<file path="src/rtl/core_pkg.sv">
// Shared core constants and helpers.
// Imported by every pipeline stage of the core.
package core_pkg;

    localparam int XLEN = 32;
    localparam logic [XLEN-1:0] NOP_INST = 32'h0000_0013;
    localparam logic [XLEN-1:0] RESET_PC = 32'h0000_0000;
    localparam int PC_INC = 4;

    typedef struct packed {
        logic            valid;
        logic [XLEN-1:0] pc;
        logic [XLEN-1:0] pc_plus4;
        logic [XLEN-1:0] inst;
    } if_id_t;

    function automatic logic misaligned(input logic [1:0] lo);
        return lo != 2'b00;
    endfunction

endpackage

</file>
<file path="src/rtl/if_id_reg.sv">
// IF/ID pipeline register with squash, stall and bubble controls.
// accept flags the cycles where a real instruction is captured.
module if_id_reg
    import core_pkg::*;
#(
    parameter int              W        = XLEN,
    parameter logic [W-1:0]    NOP_WORD = NOP_INST
) (
    input  logic         clk,
    input  logic         rst_n,
    input  logic         squash,
    input  logic         stall,
    input  logic         bubble,
    input  logic [W-1:0] fetch_pc,
    input  logic [W-1:0] fetch_inst,
    output logic         valid,
    output logic [W-1:0] pc,
    output logic [W-1:0] pc_plus4,
    output logic [W-1:0] inst,
    output logic         accept
);

    assign accept = rst_n & ~squash & ~stall & ~bubble;

    // Squash beats stall so a redirect never sees a stale instruction.
    always_ff @(posedge clk) begin
        if (!rst_n) begin
            valid    <= 1'b0;
            pc       <= '0;
            pc_plus4 <= '0;
            inst     <= NOP_WORD;
        end else if (squash) begin
            valid <= 1'b0;
            inst  <= NOP_WORD;
        end else if (stall) begin
            valid <= valid;
        end else if (bubble) begin
            valid <= 1'b0;
            inst  <= NOP_WORD;
        end else begin
            valid    <= 1'b1;
            pc       <= fetch_pc;
            pc_plus4 <= fetch_pc + W'(PC_INC);
            inst     <= fetch_inst;
        end
    end

endmodule

</file>
<file path="src/rtl/if_fetch_stage.sv">
// Instruction-fetch stage: owns the PC, reads the instruction RAM
// and fills the IF/ID register for decode.
module if_fetch_stage
    import core_pkg::*;
#(
    parameter int           W         = XLEN,
    parameter logic [W-1:0] RESET_PC  = core_pkg::RESET_PC,
    parameter logic [W-1:0] NOP_INST  = core_pkg::NOP_INST
) (
    input  logic         clk,
    input  logic         rst_n,
    input  logic         stall,
    input  logic         flush,
    input  logic         redirect_valid,
    input  logic [W-1:0] redirect_pc,
    input  logic         load_hold,
    output logic [W-1:0] pc,
    input  logic [W-1:0] inst_data,
    output logic         if_id_valid,
    output logic [W-1:0] if_id_pc,
    output logic [W-1:0] if_id_pc_plus4,
    output logic [W-1:0] if_id_inst,
    output logic         misalign_err,
    output logic [W-1:0] fetch_cnt
);

    logic [W-1:0] pc_q;
    logic [W-1:0] pc_next;
    logic         err_q;
    logic [W-1:0] cnt_q;
    logic         accept;

    assign pc           = pc_q;
    assign misalign_err = err_q;
    assign fetch_cnt    = cnt_q;

    // Redirect outranks stall/hold; low target bits are dropped.
    always_comb begin
        pc_next = pc_q + W'(PC_INC);
        if (redirect_valid)
            pc_next = {redirect_pc[W-1:2], 2'b00};
        else if (stall || load_hold)
            pc_next = pc_q;
    end

    always_ff @(posedge clk) begin
        if (!rst_n) begin
            pc_q  <= RESET_PC;
            err_q <= 1'b0;
            cnt_q <= '0;
        end else begin
            pc_q <= pc_next;
            if (redirect_valid && misaligned(redirect_pc[1:0]))
                err_q <= 1'b1;
            if (accept)
                cnt_q <= cnt_q + 1'b1;
        end
    end

    if_id_reg #(
        .W        (W),
        .NOP_WORD (NOP_INST)
    ) u_if_id (
        .clk        (clk),
        .rst_n      (rst_n),
        .squash     (redirect_valid | flush),
        .stall      (stall),
        .bubble     (load_hold),
        .fetch_pc   (pc_q),
        .fetch_inst (inst_data),
        .valid      (if_id_valid),
        .pc         (if_id_pc),
        .pc_plus4   (if_id_pc_plus4),
        .inst       (if_id_inst),
        .accept     (accept)
    );

endmodule
</file>
<file path="config.mk">
export PLATFORM = sky130hd
export DESIGN_NAME = if_fetch_stage
export DESIGN_NICKNAME = d
export VERILOG_FILES = /design/src/rtl/core_pkg.sv /design/src/rtl/if_id_reg.sv /design/src/rtl/if_fetch_stage.sv
export SDC_FILE = /design/constraint.sdc
export NUM_CORES = 1
export LEC_CHECK = 0
export ABC_AREA = 0
export CAP_MARGIN = 20
export CORE_ASPECT_RATIO = 1.25
export CORE_MARGIN = 5
export CORE_UTILIZATION = 40
export CTS_BUF_LIST = sky130_fd_sc_hd__clkbuf_2 sky130_fd_sc_hd__clkbuf_4 sky130_fd_sc_hd__clkbuf_8
export DETAILED_ROUTE_END_ITERATION = 6
export PLACE_DENSITY = 0.71
export REMOVE_ABC_BUFFERS = 1
export SYNTH_ARGS = -nofsm -noshare
export SYNTH_HDL_FRONTEND = slang
export SYNTH_HIERARCHICAL = 1
export SYNTH_SLANG_ARGS = --single-unit
</file>
<file path="constraint.sdc">
create_clock -name clk -period 6.2 [get_ports clk]
set_input_delay 0.93 -clock clk [delete_from_list [all_inputs] [get_ports clk]]
set_output_delay 0.93 -clock clk [all_outputs]
set_load 0.05 [all_outputs]
</file>
==> results.json <==
{
  "clkSinkCount": 158,
  "fillers": 1570,
  "rows": 54,
  "setup_viol": 0,
  "clkPwrFrac_pct": 38.0,
  "final_common_cell": "clkdlybuf4s50_1",
  "ys_seq_area_share_pct": 44.4,
  "synth_seq_cells": 158,
  "powerDensity_nw_per_um2": 223,
  "crit_path_end_kind": "flop",
  "p_leak_nw": 3.31,
  "grt_pass1_vias": 6388,
  "postCtsHoldBufs": 0,
  "crit_required_ns": 6.57,
  "area_growth_pct": 39.6,
  "drv_slew": 0,
  "critPathMaxFanout": 35,
  "clkTransAtPathRegs_ns": 0.08,
  "num_antenna_cells": 0,
  "viasPerCell": 5.38,
  "grt_pass1_wl_mm": 34.4,
  "cts-buffers-inserted": 17,
  "ys_top_cells_by_area": "dfxtp_1 44%, nand2_1 5.9%, xnor2_1 4.3%",
  "vias": 6784,
  "grt_max_degree": 90,
  "ys.warnings.count": 6,
  "comb_power_share_pct": 12.9,
  "ios": 232,
  "ant_nets": 0,
  "num-nets-final": 1098,
  "power_mw": 2.22,
  "postSynthCellCount": 826,
  "place_inst": 1229,
  "async_flop_share_pct": 0,
  "final_cells": 1261,
  "internal_power_mw": 1.60,
  "drtIter0Drc": 447,
  "synth_ff_type": "dfxtp_1",
  "tightest_slew_ns": 0.822,
  "seqPwrFrac_pct": 49.1,
  "max_clock_freq_mhz": 252,
  "die_y_um": 159,
  "ctsLongestPathBuffers": 2,
  "overflow": 0,
  "synth.top_cell.area_share_pct": 44.4,
  "antenna_found_initial": 0,
  "min_period_ns": 3.96,
  "post_cts_buffers": 0,
  "synth_top_area_cell": "dfxtp_1",
  "numPortBuffers": 229,
  "synth_area_um2": 7130,
  "slew_headroom_pct": 45.2,
  "max-cap-violations": 0,
  "root_buffer": "clkbuf_8",
  "path_class": "in2reg",
  "netSwitchingPower_mw": 0.614,
  "synth_edf_count": 0,
  "die_x_um": 129,
  "clk_latency_ns": 0.45,
  "routedWlPerCell_um": 17.3,
  "wl_mm": 21.8,
  "gr-usage-all-layers_pct": 20.6,
  "post_cts_resized": 0,
  "critPathLaunchType": "primary input",
  "ir_worst_vdd_v": 0.000139,
  "core_um2": 17500,
  "layout_common_cells": "228 x clkdlybuf4s50_1, 158 x dfxtp_1, 113 x nand2_1",
  "cts_tree": "built",
  "finalHoldViolations": 0,
  "gp_congestion": 0.833,
  "fin_skew_ns": 0.0119,
  "ys_types": 62,
  "dp_hpwl_mm": 15.2,
  "status": "complete, no violations",
  "finalCritPeriodShare_pct": 63.9,
  "layout-drive-gt1-share_pct": 4.82,
  "arrival_ns": 4.34,
  "dieArea_um2": 20600,
  "dr.pass1.iters": 5,
  "hp-class": "reg2reg",
  "synth.avg_cell_area_um2": 8.63,
  "sw_frac_of_total_pct": 27.7,
  "initial_core_util_pct": 40.7,
  "hold_ws_ns": 0.449,
  "rsz0062_at_grt": "false",
  "cts_max_level": 4,
  "drc": 0
}
[final cells by class]
cell class | count | area [um^2] | area share (%)
clock inverter | 13 | 189 | 1.90
multi-input combinational | 603 | 3690 | 37.0
tap | 224 | 280 | 2.82
clock buffer | 18 | 241 | 2.43
inverter | 9 | 33.8 | 0.339
sequential | 158 | 3160 | 31.8
timing repair buffer | 236 | 2360 | 23.7
[path summary, 6_finish.rpt]
| kind | start | to | slack, ns | cells past startpoint |
|---|---|---|---|---|
| worst max-delay path | redirect_valid | fetch_cnt[30] | 2.24 | 11 |
| worst min-delay path | misalign_err | misalign_err | 0.45 | 2 |
| worst max register to register | pc[2] | u_if_id/pc_plus4[26] | 3.77 | 6 |
| worst min register to register | misalign_err | misalign_err | 0.45 | 2 |
[layer usage]
metal,global-route usage [%],share of wire [%]
met1,25.5,43
met2,34.8,50
met3,4.90,5.4
met4,7.04,1.9
met5,0,0
[critical path, cell delays in order]
cell and delay [ns]:
clkdlybuf4s50_1 0.39, buf_4 0.22, or2_2 0.37, nor3_4 0.13, nand2_1 0.17, inv_1 0.10
buf_4 0.35, and4_1 0.40, nand4_1 0.45, or4_1 0.65, a21oi_1 0.15
[through the flow]
stage | setup WS [ns] | TNS (ns) | cell area, um^2 | utilization, %
finish | 2.24 | 0 | 9950 | 56.9
global route | 2.08 | 0 | 9950 | 56.9
CTS | 2.31 | 0 | 9930 | 56.7
detailed placement | 1.82 | 0 | 9500 | 54.3
global placement | 1.88 | 0 | 9500 | 54.3
floorplan | -0.0269 | -0.0538 | 6880 | -
[cells in the mapped netlist, drive strengths merged (7+ instances only)]
| cell | count |
|---|---|
| or3 | 13 |
| xor2 | 16 |
| a21boi | 33 |
| o31ai | 7 |
| clkbuf | 45 |
| and4 | 15 |
| nor2 | 35 |
| nand3 | 38 |
| o211a | 7 |
| or4 | 13 |
| nand4 | 32 |
| inv | 9 |
| a22o | 29 |
| nor3 | 23 |
| o21ai | 54 |
| nand2 | 113 |
| nor4 | 21 |
| xnor2 | 35 |
| dfxtp | 158 |
| a21oi | 44 |
| buf | 14 |
[flip-flops by register name, indices dropped and copies added (netlist names)]
name and cells:
pc 30, u_if_id/valid 1, misalign_err 1, u_if_id/inst 32, u_if_id/pc 32, fetch_cnt 32
u_if_id/pc_plus4 30
[power groups by stage]
| stage | Sequential, mW | Clock [mW] | Combinational, mW |
|---|---|---|---|
| after floorplan | 1.19 | 0 | 0.0701 |
| after global routing | 1.10 | 0.914 | 0.304 |
| after detailed placement | 1.11 | 0 | 0.285 |
| after CTS | 1.09 | 0.868 | 0.287 |
| after global placement | 1.11 | 0 | 0.284 |
| final | 1.09 | 0.842 | 0.286 |
[cells by family (layout without fill, tap and decap cells)]
logic type               count (synthesis)  in the layout  share of synthesized area (%)
AO/OA/AOI/OAI                          203            203                           19.0
multiplexers                             6              6                          0.860
XOR/XNOR                                51             51                           6.26
flip-flops                             158            158                           44.4
other                                    1              4                         0.0526
adder cells (fa/ha/maj)                  3              3                          0.526
AND/OR/NAND/NOR                        336            336                           24.8
buffers and inverters                   68            276                           4.18
(Power assumes the default switching activity.)
